File: config.mk
export PLATFORM = sky130hd
export DESIGN_NAME = pixel_compositor
export DESIGN_NICKNAME = d
export VERILOG_FILES = /design/src/rtl/color_pkg.sv /design/src/rtl/goal_flash_ctrl.sv /design/src/rtl/pixel_compositor.sv
export SDC_FILE = /design/constraint.sdc
export NUM_CORES = 1
export LEC_CHECK = 0
export ABC_AREA = 1
export CORE_ASPECT_RATIO = 1.75
export CORE_MARGIN = 2
export CORE_UTILIZATION = 29
export CTS_CLUSTER_DIAMETER = 120
export CTS_CLUSTER_SIZE = 8
export DETAILED_ROUTE_END_ITERATION = 12
export PLACE_DENSITY = 0.61
export RECOVER_POWER = 25
export SYNTH_ARGS = -nofsm -noshare
export SYNTH_HDL_FRONTEND = slang
export SYNTH_SLANG_ARGS = --single-unit
File: constraint.sdc
create_clock -name clk -period 3.3 [get_ports clk]
set_input_delay 0.825 -clock clk [delete_from_list [all_inputs] [get_ports clk]]
set_output_delay 0.825 -clock clk [all_outputs]
set_load 0.01 [all_outputs]
File: src/rtl/color_pkg.sv
// Shared colour types for the video output path.
// Latency: n/a (types and constants only).
// Backpressure: n/a.
package color_pkg;

    localparam int RGB_W = 24;

    typedef struct packed {
        logic [7:0] r;
        logic [7:0] g;
        logic [7:0] b;
    } rgb_t;

    localparam rgb_t BLACK       = '{r: 8'h00, g: 8'h00, b: 8'h00};
    localparam rgb_t TRANSPARENT = '{r: 8'hFF, g: 8'h00, b: 8'hFF};

endpackage

File: src/rtl/goal_flash_ctrl.sv
// Frame-synchronous goal flash sequencer: vsync edge detect, FSM, frame/phase counters.
// Latency: flash_on changes on the clock edge that ends a frame-tick cycle; flash_busy follows the state register.
// Backpressure: none; goal_pulse is a single-cycle request and is never stalled.
module goal_flash_ctrl #(
    parameter int FLASH_FRAMES = 8,
    parameter int FLASH_PHASES = 6
) (
    input  logic clk,
    input  logic rst_n,
    input  logic vsync_in,
    input  logic goal_pulse,
    output logic flash_on,
    output logic flash_busy
);

    typedef enum logic [1:0] {IDLE, PENDING, RUN} flash_state_t;

    localparam logic [7:0] LAST_FRAME = 8'(FLASH_FRAMES - 1);
    localparam logic [3:0] LAST_PHASE = 4'(FLASH_PHASES - 1);

    flash_state_t state_q, state_d;
    logic [7:0]   frame_cnt_q, frame_cnt_d;
    logic [3:0]   phase_cnt_q, phase_cnt_d;
    logic         flash_on_q, flash_on_d;
    logic         vs_hist_q, vs_hist_d;
    logic         frame_tick;

    assign frame_tick = vs_hist_q & ~vsync_in;

    always_ff @(posedge clk) begin
        if (!rst_n) begin
            state_q     <= IDLE;
            frame_cnt_q <= '0;
            phase_cnt_q <= '0;
            flash_on_q  <= 1'b0;
            vs_hist_q   <= 1'b1;
        end else begin
            state_q     <= state_d;
            frame_cnt_q <= frame_cnt_d;
            phase_cnt_q <= phase_cnt_d;
            flash_on_q  <= flash_on_d;
            vs_hist_q   <= vs_hist_d;
        end
    end

    always_comb begin
        state_d     = state_q;
        frame_cnt_d = frame_cnt_q;
        phase_cnt_d = phase_cnt_q;
        flash_on_d  = flash_on_q;
        vs_hist_d   = vsync_in;
        case (state_q)
            IDLE: begin
                if (goal_pulse) state_d = PENDING;
            end
            PENDING: begin
                if (frame_tick) begin
                    state_d     = RUN;
                    frame_cnt_d = '0;
                    phase_cnt_d = '0;
                    flash_on_d  = 1'b1;
                end
            end
            RUN: begin
                // A new goal re-arms; flash_on is left alone until the restart tick.
                if (goal_pulse) begin
                    state_d = PENDING;
                end else if (frame_tick) begin
                    if (frame_cnt_q == LAST_FRAME) begin
                        frame_cnt_d = '0;
                        if (phase_cnt_q == LAST_PHASE) begin
                            state_d     = IDLE;
                            phase_cnt_d = '0;
                            flash_on_d  = 1'b0;
                        end else begin
                            phase_cnt_d = phase_cnt_q + 4'd1;
                            flash_on_d  = ~flash_on_q;
                        end
                    end else begin
                        frame_cnt_d = frame_cnt_q + 8'd1;
                    end
                end
            end
            default: state_d = IDLE;
        endcase
    end

    always_comb begin
        flash_on   = flash_on_q;
        flash_busy = (state_q != IDLE);
    end

endmodule

File: src/rtl/pixel_compositor.sv
// Per-pixel priority layer mixer with background fallback and goal-flash recolouring.
// Latency: exactly 2 clocks from every input to pix_out/de_out/hsync_out/vsync_out.
// Backpressure: none; one pixel accepted and produced every clock.
module pixel_compositor
    import color_pkg::*;
#(
    parameter int NUM_LAYERS   = 4,
    parameter int FLASH_LAYER  = 0,
    parameter int FLASH_FRAMES = 8,
    parameter int FLASH_PHASES = 6
) (
    input  logic                        clk,
    input  logic                        rst_n,
    input  logic                        de_in,
    input  logic                        hsync_in,
    input  logic                        vsync_in,
    input  logic [NUM_LAYERS*RGB_W-1:0] layer_color,
    input  logic [NUM_LAYERS-1:0]       layer_en,
    input  logic [RGB_W-1:0]            bg_color,
    input  logic [RGB_W-1:0]            flash_color,
    input  logic                        goal_pulse,
    output logic [RGB_W-1:0]            pix_out,
    output logic                        de_out,
    output logic                        hsync_out,
    output logic                        vsync_out,
    output logic                        flash_busy
);

    logic                        de_s1_q, de_s1_d;
    logic                        hs_s1_q, hs_s1_d;
    logic                        vs_s1_q, vs_s1_d;
    logic [NUM_LAYERS*RGB_W-1:0] color_s1_q, color_s1_d;
    logic [NUM_LAYERS-1:0]       en_s1_q, en_s1_d;
    rgb_t                        bg_s1_q, bg_s1_d;
    rgb_t                        flash_s1_q, flash_s1_d;

    rgb_t pix_q, pix_d;
    logic de_q, hs_q, vs_q;
    logic flash_on;
    logic found;

    goal_flash_ctrl #(
        .FLASH_FRAMES (FLASH_FRAMES),
        .FLASH_PHASES (FLASH_PHASES)
    ) u_flash (
        .clk        (clk),
        .rst_n      (rst_n),
        .vsync_in   (vsync_in),
        .goal_pulse (goal_pulse),
        .flash_on   (flash_on),
        .flash_busy (flash_busy)
    );

    always_comb begin
        de_s1_d    = de_in;
        hs_s1_d    = hsync_in;
        vs_s1_d    = vsync_in;
        color_s1_d = layer_color;
        en_s1_d    = layer_en;
        bg_s1_d    = bg_color;
        flash_s1_d = flash_color;
    end

    // Lowest enabled index wins; blanking overrides everything.
    always_comb begin
        pix_d = bg_s1_q;
        found = 1'b0;
        for (int i = 0; i < NUM_LAYERS; i++) begin
            if (!found && en_s1_q[i]) begin
                found = 1'b1;
                pix_d = (i == FLASH_LAYER && flash_on) ? flash_s1_q
                                                        : color_s1_q[i*RGB_W +: RGB_W];
            end
        end
        if (!de_s1_q) pix_d = BLACK;
    end

    always_ff @(posedge clk) begin
        if (!rst_n) begin
            de_s1_q    <= 1'b0;
            hs_s1_q    <= 1'b1;
            vs_s1_q    <= 1'b1;
            color_s1_q <= '0;
            en_s1_q    <= '0;
            bg_s1_q    <= BLACK;
            flash_s1_q <= BLACK;
            pix_q      <= BLACK;
            de_q       <= 1'b0;
            hs_q       <= 1'b1;
            vs_q       <= 1'b1;
        end else begin
            de_s1_q    <= de_s1_d;
            hs_s1_q    <= hs_s1_d;
            vs_s1_q    <= vs_s1_d;
            color_s1_q <= color_s1_d;
            en_s1_q    <= en_s1_d;
            bg_s1_q    <= bg_s1_d;
            flash_s1_q <= flash_s1_d;
            pix_q      <= pix_d;
            de_q       <= de_s1_q;
            hs_q       <= hs_s1_q;
            vs_q       <= vs_s1_q;
        end
    end

    assign pix_out   = pix_q;
    assign de_out    = de_q;
    assign hsync_out = hs_q;
    assign vsync_out = vs_q;

endmodule

== Word level (Yosys, flattened, before mapping) ==
Cells that the tools add are included.

* Add/subtract/negate cells: 2
* Equal/unequal tests: 12
* Multiplexer cells: 32
* Bitwise logic cells: 3
* Reduce and logical (&&, ||, !) cells: 13

{| class="wikitable"
|+ Operator list
! kind !! count
|-
| $mux W24 || 5
|-
| $mux W8 || 4
|-
| $mux W4 || 5
|-
| $pmux W8 S2 || 1
|-
| $mux W2 || 6
|-
| $reduce_and A5 Y1 || 2
|-
| $ne A3 B2 Y1 const B || 3
|-
| $add A8 B1 Y8 const B || 1
|-
| $eq A8 B3 Y1 const B || 1
|-
| $mux W1 || 8
|-
| $pmux W4 S2 || 1
|-
| $ne A2 B1 Y1 const B || 3
|-
| $pmux W2 S3 || 1
|-
| $add A4 B1 Y4 const B || 1
|-
| $eq A4 B3 Y1 const B || 1
|-
| $ne A2 B2 Y1 const B || 2
|-
| $reduce_and A4 Y1 || 1
|-
| $reduce_bool A2 Y1 || 2
|-
| $logic_and A1 B1 Y1 || 3
|-
| $logic_not A1 Y1 || 3
|-
| $eq A2 B1 Y1 const B || 1
|-
| $eq A2 B2 Y1 const B || 1
|-
| $logic_not A2 Y1 || 1
|-
| $not A1 Y1 || 2
|-
| other kinds (3) || 3
|}

* Bits in registers: 193
* Input bits: 154
* Output and inout port bits: 28

== Logic depth before layout (Yosys ltp) ==
Gate-level depths: netlist of the first run.

* Word-level depth: 10
* Depth in mapped cells: 10
* Mapped depth without buffers: 10

== Cells and area by module ==
A second synthesis of the first run with hierarchy kept.

* Cell total of the unflattened synthesis: 983
* Area total of the unflattened synthesis: 7138.1 µm²

{| class="wikitable"
|+ Modules (own cells, without submodules)
! module !! instances !! cells each !! area each (µm²)
|-
| pixel_compositor || 1 || 843 || 6217.2
|-
| goal_flash_ctrl || 1 || 140 || 920.9
|}

== Least setup slack after synthesis of the first run ==
OpenSTA, ideal clock, no wires.

* Kind: in2reg
* Start point: in vsync_in
* End point: reg u_flash.frame_cnt_q[5]
* Setup time: 0.118 ns
* Arrival: 1.630 ns
* Data required time: 3.182 ns
* Slack: 1.552 ns
* Stages on the path: 10
* Path through: inv_1 -> nand2_1 -> inv_1 -> nand2_1 -> nor2_4 -> nand2_2 -> nand2_2 -> inv_1 -> nand2_1 -> nor2_1

* Word-level cells in the longest chain between the ends: 4
* Elaborated cells between the ends (all ways): 5
* Those cells by class: eq/ne (2); bitwise (2); reduce/logical (1)

{| class="wikitable"
|+ Ends and longest elaborated chain
! what !! line !! text
|-
| from (decl) || pixel_compositor.sv:16 || <nowiki>input logic vsync_in,</nowiki>
|-
| $not A1 Y1 (*) || goal_flash_ctrl.sv:28 || <nowiki>assign frame_tick = vs_hist_q & ~vsync_in;</nowiki>
|-
| $and A1 B1 Y1 (*) || goal_flash_ctrl.sv:28 ||
|-
| $ne A2 B1 Y1 (no line) || n/a ||
|-
| $reduce_and A4 Y1 (no line) (*) || n/a ||
|-
| to (signal assigned) || goal_flash_ctrl.sv:39 || <nowiki>frame_cnt_q <= frame_cnt_d;</nowiki>
|-
| to (decl) || goal_flash_ctrl.sv:22 || <nowiki>logic [7:0] frame_cnt_q, frame_cnt_d;</nowiki>
|}

Mark *: on every way between the ends. The rest lies on a longest branch, timed or not.
A chain may end at the register's enable or synchronous reset.

== Final worst setup path of the first run ==
* Start point: in rst_n
* End point: reg color_s1_q[34]

{| class="wikitable"
|+ RTL lines
! what !! line !! text
|-
| from (decl) || pixel_compositor.sv:13 || <nowiki>input logic rst_n,</nowiki>
|-
| to (signal assigned) || pixel_compositor.sv:95 || <nowiki>color_s1_q <= color_s1_d;</nowiki>
|-
| to (decl) || pixel_compositor.sv:32 || <nowiki>logic [NUM_LAYERS*RGB_W-1:0] color_s1_q, color_s1_d;</nowiki>
|}

No word-level cell between the ends.

==> implementation parameters, run 1 <==
Parameter                              Value

Detailed routing
  Vias after detailed routing    slightly below 6k
  Final ANT Viol Nets    0
  Routed Wire Length    18100 um
  DR iter-0 viols    approximately 230
  DRC viols    0
  Via-per-instance ratio    4.08
  Average wire length per cell after detail routing    ~13 um
  Detailed-router iteration count before antenna repair    4

Yosys
  Mux cell area share after synthesis    0
  Area of the mapped netlist    7040 um2
  Number of unique standard cell types used by synthesis    29
  Dominant combinational cell family by area after synthesis    simple AND/OR/NAND/NOR gates
  Fraction of synthesized cell area in xor and xnor cells    0.00249
  Area share of fa/ha/maj cells after synthesis    0.00533
  Synth warnings    0
  Proportion of synthesized chip area in sequential cells    0.549
  Compound-cell area share of the yosys netlist    0.0810
  Post-synthesis register bit count    roughly 190
  Syn Area/Cell    ~7.5 um2
  Mapped Nets    ~1.1k
  Basic-gate share of the synthesized area counting and, or, nand and nor cells    0.222
  Cell count after synthesis    roughly 940

Final layout
  Share of cells above drive strength 1    0.0517
  P&R area growth vs syn    37.0%
  Most frequent standard cell in the layout excluding fill and tap cells    sky130_fd_sc_hd__nand2_1
  Filler-free cell count of the finished design    between 1k and 1.5k
  Nets    about 1.3k
  Top library cells by usage in the layout, fill and taps aside    sky130_fd_sc_hd__nand2_1 (308), sky130_fd_sc_hd__inv_1 (199), sky130_fd_sc_hd__dfxtp_1 (193)

Clock network
  Quantity of hold-fixing buffers added after cts    0
  Insertion delay of the later-clocked pin in the worst-skew pair    between 0.4 and 0.5 ns
  Clk root buf    sky130_fd_sc_hd__clkbuf_16
  CTS tree    yes
  Post_cts resized    0
  Clk buf depth    2
  CTS Sinks    roughly 190
  Number of buffers added for setup after CTS    0
  Reg clk slew, reported paths    approximately 0.070 ns
  Number of levels the H-tree was split into    4
  Number of buffers added by the clock tree synthesis step    17

STA
  Clock period minus worst slack    about 2.4 ns
  Number of max-slew violations in the final report    0
  Final hold vios    0
  Worst Max-Slew Pin Slew    approximately 1.4 ns
  Rel. slew slack    0.0428
  Final setup fails    0
  Post-route fraction of the period consumed by the critical path    0.728
  RSZ-0062 raised after global routing    no
  Layout Skew    slightly above 0.01 ns
  Sum Neg Setup Slack    0 ns
  Maximum clock rate    about 420 MHz

Die
  DIE HEIGHT    210 um
  Placement row count    between 70 and 80
  Initial core utilization    0.294
  Area enclosed by the die boundary    around 26000 um2
  Top Ports    between 150 and 200
  Standard cell core area    around 24000 um2
  Die Width    122 um

GRT
  Largest net degree at the start of global routing    75
  Total track usage    0.148
  Vias in the first global route    a little under 6k
  Total global routing overflow    0
  Initial antenna violation count    4
  First-pass GRT wire length    28700 um

Placed design
  Cell count after placement    1399
  Final GP Congestion    around 0.86
  HPWL after detailed placement    13800 um
  PortBufs    approximately 180

Setup path
  CP peak stage delay    roughly 1.1 ns
  Slowest cell on the critical path    sky130_fd_sc_hd__clkbuf_2
  Type of element launching the critical path    primary input
  Arrival @ worst endpoint    2.77 ns
  Start-to-end type of the worst setup path    primary input to flop
  Largest fanout on the critical path    74
  Required time of the critical path    about 3.7 ns
  Sequence of cells on the critical path    buf_4, clkbuf_2, nand2_1, inv_1
  Crit end category    flop

Power
  Static power due to leakage    between 5 and 6 nW
  Highest ir drop seen on vdd    roughly 0.32 mV
  Total power density per cell area    ~520 nW/um2

Min path
  Class of the tightest hold or removal check    flop to flop

Run status
  Run status    finished, final reports clean

Job
  Max-capacitance violation count    0
-- routing by layer --
layer | wire [um] | global-route usage | share of wire | vias to the layer above
li1 | - | - | - | 3088
met1 | 7210 | 0.164 | 0.40 | 2587
met2 | 9430 | 0.256 | 0.52 | 136
met3 | 729 | 0.0308 | 0.040 | 41
met4 | 747 | 0.0892 | 0.041 | 0
met5 | 0 | 0 | 0 | -
-- report_power, final --
group	switching, mW	internal, mW
combinational	0.231	0.260
clock	0.864	1.19
sequential	0.0334	2.44
total	1.13	3.89
-- stage by stage --
stage | instance area [um2] | worst slack, ns | hold WS [ns] | total power, mW | util
final | 9650 | 0.899 | 0.418 | 5.02 | 0.403
after global routing | 9650 | 0.707 | 0.435 | 5.25 | 0.403
after CTS | 9660 | 0.920 | 0.424 | 5.10 | 0.404
after detailed placement | 9070 | 0.909 | 0.407 | 3.03 | 0.379
after global placement | 9070 | 0.937 | 0.397 | 3.02 | 0.379
after floorplan | 7040 | 1.55 | 0.393 | 2.75 | -
-- path summary, 6_finish.rpt --
kind                                 start        endpoint  cells past startpoint  slack (ns)
worst min register to register     hs_s1_q       hsync_out                      1        0.42
worst max register to register  en_s1_q[1]      pix_out[7]                      7        1.01
worst max-delay path                 rst_n  color_s1_q[34]                      4        0.90
worst min-delay path               hs_s1_q       hsync_out                      1        0.42
-- state kept, by name, summed over array words and instances (netlist names) --
signal	flops
flash_s1_q	24
color_s1_q	96
u_flash.state_q	2
u_flash.vs_hist_q	1
hs_s1_q	1
de_s1_q	1
de_out	1
u_flash.phase_cnt_q	4
u_flash.frame_cnt_q	8
en_s1_q	4
vsync_out	1
u_flash.flash_on	1
pix_out	24
hsync_out	1
bg_s1_q	24
-- synthesized netlist by cell type (all sizes together) --
| cell | instances | area (um2) |
|---|---|---|
| nand3 | 23 | 115 |
| clkbuf | 10 | 38.8 |
| buf | 30 | 190 |
| dfxtp | 193 | 3860 |
| xor2 | 2 | 17.5 |
| nand4 | 1 | 6.26 |
| nand2 | 311 | 1180 |
| a21oi | 39 | 199 |
| nor3 | 3 | 15.0 |
| ha | 3 | 37.5 |
| nor2 | 44 | 183 |
| a21o | 1 | 7.51 |
| or2 | 9 | 56.3 |
| nand3b | 1 | 11.3 |
| o21ai | 72 | 364 |
| inv | 202 | 758 |
-- critical path: cells and delay by family --
kind | cells | cell delay [ns]
and+or+nand+nor | 1 | 0.25
buffers and inverters | 3 | 1.62
-- cells by family after synthesis --
family	Yosys count
xor gates and xnor gates	2
buffers and inverters	242
DFF	193
AOI/OAI and AO/OA	112
and+or+nand+nor	392
adders and majority gates	3
-- area by class of cell --
type,count,area (um2)
multi-input cells,509,2190
fillers,2480,14300
clock inverters,13,161
inverters,202,758
well taps,308,385
clock buffers,18,429
repair buffers,187,1850
flip-flops and latches,193,3860
diodes,4,10.0
Power figures use the tool's default switching activity.
==> run 2: changes to the inputs <==
Clock period 3.3 ns to 2.3 ns, I/O delays scaled along.
==> implementation parameters, run 2 (synthesis gave the netlist of run 1 again) <==
Parameter                              Value

Placed design
  PortBufs    about 180
  Cell count after placement    approximately 1.4k
  HPWL after detailed placement    13700 um
  Final GP Congestion    roughly 0.81
  Worst-case setup slack after placement    a little under 0.2 ns
  Placed cell areas    9120 um2

Detailed routing
  Final ANT Viol Nets    0
  Routed Wire Length    around 18000 um
  Average wire length per cell after detail routing    ~13 um
  Via-per-instance ratio    just over 4
  DR iter-0 viols    ~220
  Vias after detailed routing    between 5k and 6k
  Detailed-router iteration count before antenna repair    4
  DRC viols    0

Die
  Area enclosed by the die boundary    ~26000 um2
  Initial core utilization    0.294
  Placement row count    75
  Top Ports    between 150 and 200
  DIE HEIGHT    between 200 and 250 um
  Standard cell core area    approximately 24000 um2
  Die Width    about 120 um

STA
  Final hold vios    0
  Rel. slew slack    0.0713
  Clock period minus worst slack    between 2 and 2.5 ns
  Number of max-slew violations in the final report    0
  RSZ-0062 raised after global routing    no
  Maximum clock rate    ~490 MHz
  Final worst hold slack    about 0.42 ns
  Layout Skew    ~0.0090 ns
  Post-route fraction of the period consumed by the critical path    0.895
  Final worst slack    0.241 ns
  Sum Neg Setup Slack    0 ns
  Final setup fails    0
  Worst Max-Slew Pin Slew    roughly 1.4 ns

Run status
  Run status    finished, final reports clean

Clock network
  CTS Sinks    slightly below 200
  Clk root buf    sky130_fd_sc_hd__clkbuf_16
  Post_cts resized    0
  Clk buf depth    2
  Insertion delay of the later-clocked pin in the worst-skew pair    about 0.43 ns
  Number of levels the H-tree was split into    4
  Number of buffers added by the clock tree synthesis step    17
  Number of buffers added for setup after CTS    0
  CTS tree    yes
  Reg clk slew, reported paths    0.07 ns
  Quantity of hold-fixing buffers added after cts    0

Power
  Highest ir drop seen on vdd    0.437 mV
  Design Power    ~7.0 mW
  Static power due to leakage    between 5 and 6 nW
  Total power density per cell area    between 700 and 800 nW/um2

Final layout
  Most frequent standard cell in the layout excluding fill and tap cells    sky130_fd_sc_hd__nand2_1
  P&R area growth vs syn    37.1%
  Largest register by flop count    color_s1_q
  Number of flip-flops in the largest register    96
  Layout filler cell count    between 2k and 2.5k
  Top library cells by usage in the layout, fill and taps aside    sky130_fd_sc_hd__nand2_1 (308), sky130_fd_sc_hd__inv_1 (199), sky130_fd_sc_hd__dfxtp_1 (193)
  Share of cells above drive strength 1    0.0541
  Final Instance Area    between 9000 and 10000 um2
  Multi-input gate area    2190 um2
  Nets    around 1.3k
  Share of the core filled with cells    0.403
  Register Area    about 3900 um2
  Filler-free cell count of the finished design    around 1.4k

Setup path
  Start-to-end type of the worst setup path    flop to primary output
  Required time of the critical path    roughly 1.7 ns
  Crit end category    primary output
  Type of element launching the critical path    flop
  Arrival @ worst endpoint    approximately 1.5 ns
  Largest fanout on the critical path    4

GRT
  Largest net degree at the start of global routing    88
  Total global routing overflow    0
  Initial antenna violation count    1
  Total track usage    0.147
  First-pass GRT wire length    28300 um
  Vias in the first global route    around 5.7k

Job
  Max-capacitance violation count    0

Min path
  Class of the tightest hold or removal check    flop to flop
## run 2: routing by layer
| metal | GRT usage | vias up | routed length (um) | share of wire |
|---|---|---|---|---|
| met5 | 0 | - | 0 | 0 |
| met4 | 0.0602 | 0 | 494 | 0.027 |
| met3 | 0.0322 | 23 | 737 | 0.041 |
| met2 | 0.265 | 125 | 9460 | 0.52 |
| met1 | 0.163 | 2549 | 7480 | 0.41 |
| li1 | - | 3103 | - | - |
## run 2: critical path: stages, from the launching register on
cell and delay (ns):
sky130_fd_sc_hd__dfxtp_1 0.37, sky130_fd_sc_hd__inv_1 0.09, sky130_fd_sc_hd__nand2_1 0.06, sky130_fd_sc_hd__clkdlybuf4s50_1 0.53
## run 2: cell type report
type                       instances  share of cell area
sequential                       193               0.400
inverter                         202              0.0785
timing repair buffer             192               0.197
clock inverter                    14              0.0121
tap                              308              0.0399
antenna                            1            0.000259
multi-input combinational        509               0.227
clock buffer                      18              0.0445
## run 2: where the power goes
group,leakage (nW),internal (mW),switching (mW),total [mW]
Clock,0.274,1.49,1.27,2.76
Sequential,1.60,3.50,0.0470,3.55
Combinational,3.16,0.380,0.332,0.713
## run 2: path summary, 6_finish.rpt
check	startpoint	to	slack, ns	cells past startpoint
min reg2reg	hs_s1_q	hsync_out	0.42	1
min	hs_s1_q	hsync_out	0.42	1
max reg2reg	en_s1_q[0]	pix_out[21]	0.63	8
max	u_flash.state_q[1]	flash_busy	0.24	3
==> run 3: changes to the inputs <==
Clock period 2.3 ns to 2.66 ns, I/O delays scaled along.
==> implementation parameters, run 3 (synthesis gave the netlist of run 1 again) <==
Parameter                              Value

STA
  Maximum clock rate    around 460 MHz
  Number of max-slew violations in the final report    0
  Post-route fraction of the period consumed by the critical path    0.817
  Rel. slew slack    0.133
  Worst Max-Slew Pin Slew    around 1.3 ns
  Layout Skew    about 0.0088 ns
  Sum Neg Setup Slack    0 ns
  Final worst slack    a little under 0.5 ns
  RSZ-0062 raised after global routing    no
  Final setup fails    0
  Clock period minus worst slack    approximately 2.2 ns
  Final hold vios    0

Final layout
  Top library cells by usage in the layout, fill and taps aside    sky130_fd_sc_hd__nand2_1 (308), sky130_fd_sc_hd__inv_1 (199), sky130_fd_sc_hd__dfxtp_1 (193)
  Final Instance Area    9640 um2
  Most frequent standard cell in the layout excluding fill and tap cells    sky130_fd_sc_hd__nand2_1
  Share of cells above drive strength 1    0.0533
  P&R area growth vs syn    36.8%
  Nets    approximately 1.3k
  Filler-free cell count of the finished design    ~1.4k
  Largest register by flop count    color_s1_q
  Number of flip-flops in the largest register    between 90 and 100

Power
  Total power density per cell area    roughly 640 nW/um2
  Static power due to leakage    approximately 5.0 nW
  Highest ir drop seen on vdd    0.412 mV
  Design Power    between 6 and 7 mW

Detailed routing
  DRC viols    0
  Detailed-router iteration count before antenna repair    4
  Average wire length per cell after detail routing    roughly 13 um
  Final ANT Viol Nets    0
  Vias after detailed routing    slightly below 6k
  DR iter-0 viols    ~190
  Routed Wire Length    about 18000 um
  Via-per-instance ratio    about 4.1

Setup path
  CP peak stage delay    about 0.54 ns
  Largest fanout on the critical path    4
  Critical path origin    u_flash.state_q[1]
  Crit end category    primary output
  Sequence of cells on the critical path    inv_1, nand2_1, clkdlybuf4s50_1
  Worst r2r src    en_s1_q[1]
  Start-to-end type of the worst setup path    flop to primary output
  Type of element launching the critical path    flop
  Cells on worst reg2reg path    7
  Required time of the critical path    roughly 2.0 ns
  Slowest cell on the critical path    sky130_fd_sc_hd__clkdlybuf4s50_1
  Arrival @ worst endpoint    1.51 ns

Placed design
  HPWL after detailed placement    ~14000 um
  PortBufs    ~180
  Final GP Congestion    0.837
  Placed cell areas    about 9100 um2
  Worst-case setup slack after placement    about 0.49 ns
  Cell count after placement    1401

Clock network
  Reg clk slew, reported paths    ~0.080 ns
  Post_cts resized    0
  Insertion delay of the later-clocked pin in the worst-skew pair    roughly 0.44 ns
  CTS tree    yes
  Quantity of hold-fixing buffers added after cts    0
  Clk root buf    sky130_fd_sc_hd__clkbuf_16
  Number of levels the H-tree was split into    4
  Number of buffers added for setup after CTS    0
  Number of buffers added by the clock tree synthesis step    17
  CTS Sinks    roughly 190
  Clk buf depth    2

Min path
  Class of the tightest hold or removal check    flop to flop
  Worst Hold Path Cells    1
  Hold_sp    hs_s1_q

GRT
  Total track usage    0.148
  Total global routing overflow    0
  Initial antenna violation count    2
  Vias in the first global route    just under 6k
  Met1 Resource Use GR    0.161
  GR peak layer    met2
  Met2 track demand over resource in global routing    0.271
  Met3 demand-to-capacity share in global routing    0.0314
  Largest net degree at the start of global routing    75
  First-pass GRT wire length    approximately 28000 um

Die
  Standard cell core area    approximately 24000 um2
  Initial core utilization    0.294
  Area enclosed by the die boundary    25600 um2
  Placement row count    75
  Top Ports    between 150 and 200
  DIE HEIGHT    between 200 and 250 um
  Die Width    around 120 um

Run status
  Run status    finished, final reports clean

Job
  Max-capacitance violation count    0
run 3: path summary, 6_finish.rpt:
| kind | endpoint | slack [ns] |
|---|---|---|
| max | flash_busy | 0.49 |
| min | hsync_out | 0.42 |
| max reg2reg | pix_out[20] | 0.83 |
| min reg2reg | hsync_out | 0.42 |
run 3: final cells by class:
class,instances,area [um2]
inverter,202,758
tap,308,385
clock inverter,15,149
antenna,2,5.00
sequential,193,3860
clock buffer,17,425
fill,2507,14300
timing repair buffer,189,1860
multi-input combinational,509,2190
run 3: per-stage QoR:
| step | hold WS [ns] | util |
|---|---|---|
| 2_1_floorplan | 0.393 | - |
| 3_3_place_gp | 0.397 | 0.379 |
| 3_5_place_dp | 0.399 | 0.379 |
| 4_1_cts | 0.423 | 0.403 |
| 5_1_grt | 0.436 | 0.403 |
| 6_report | 0.421 | 0.403 |
run 3: worst max-delay path: cells and delay by family, from the launching register on:
family / cells / cell delay (ns)
DFF: 1 / 0.38
and+or+nand+nor: 1 / 0.07
buffers and inverters: 2 / 0.63
run 3: power breakdown:
part           switching (mW)  internal, mW
sequential             0.0385          3.03
clock                    1.18          1.32
combinational           0.291         0.322
total                    1.51          4.67
run 3: routing by layer:
metal	part of all wire	wire, um	vias up
met3	0.037	674	21
met5	0	0	-
met2	0.53	9690	126
li1	-	-	3102
met1	0.41	7500	2603
met4	0.022	397	0
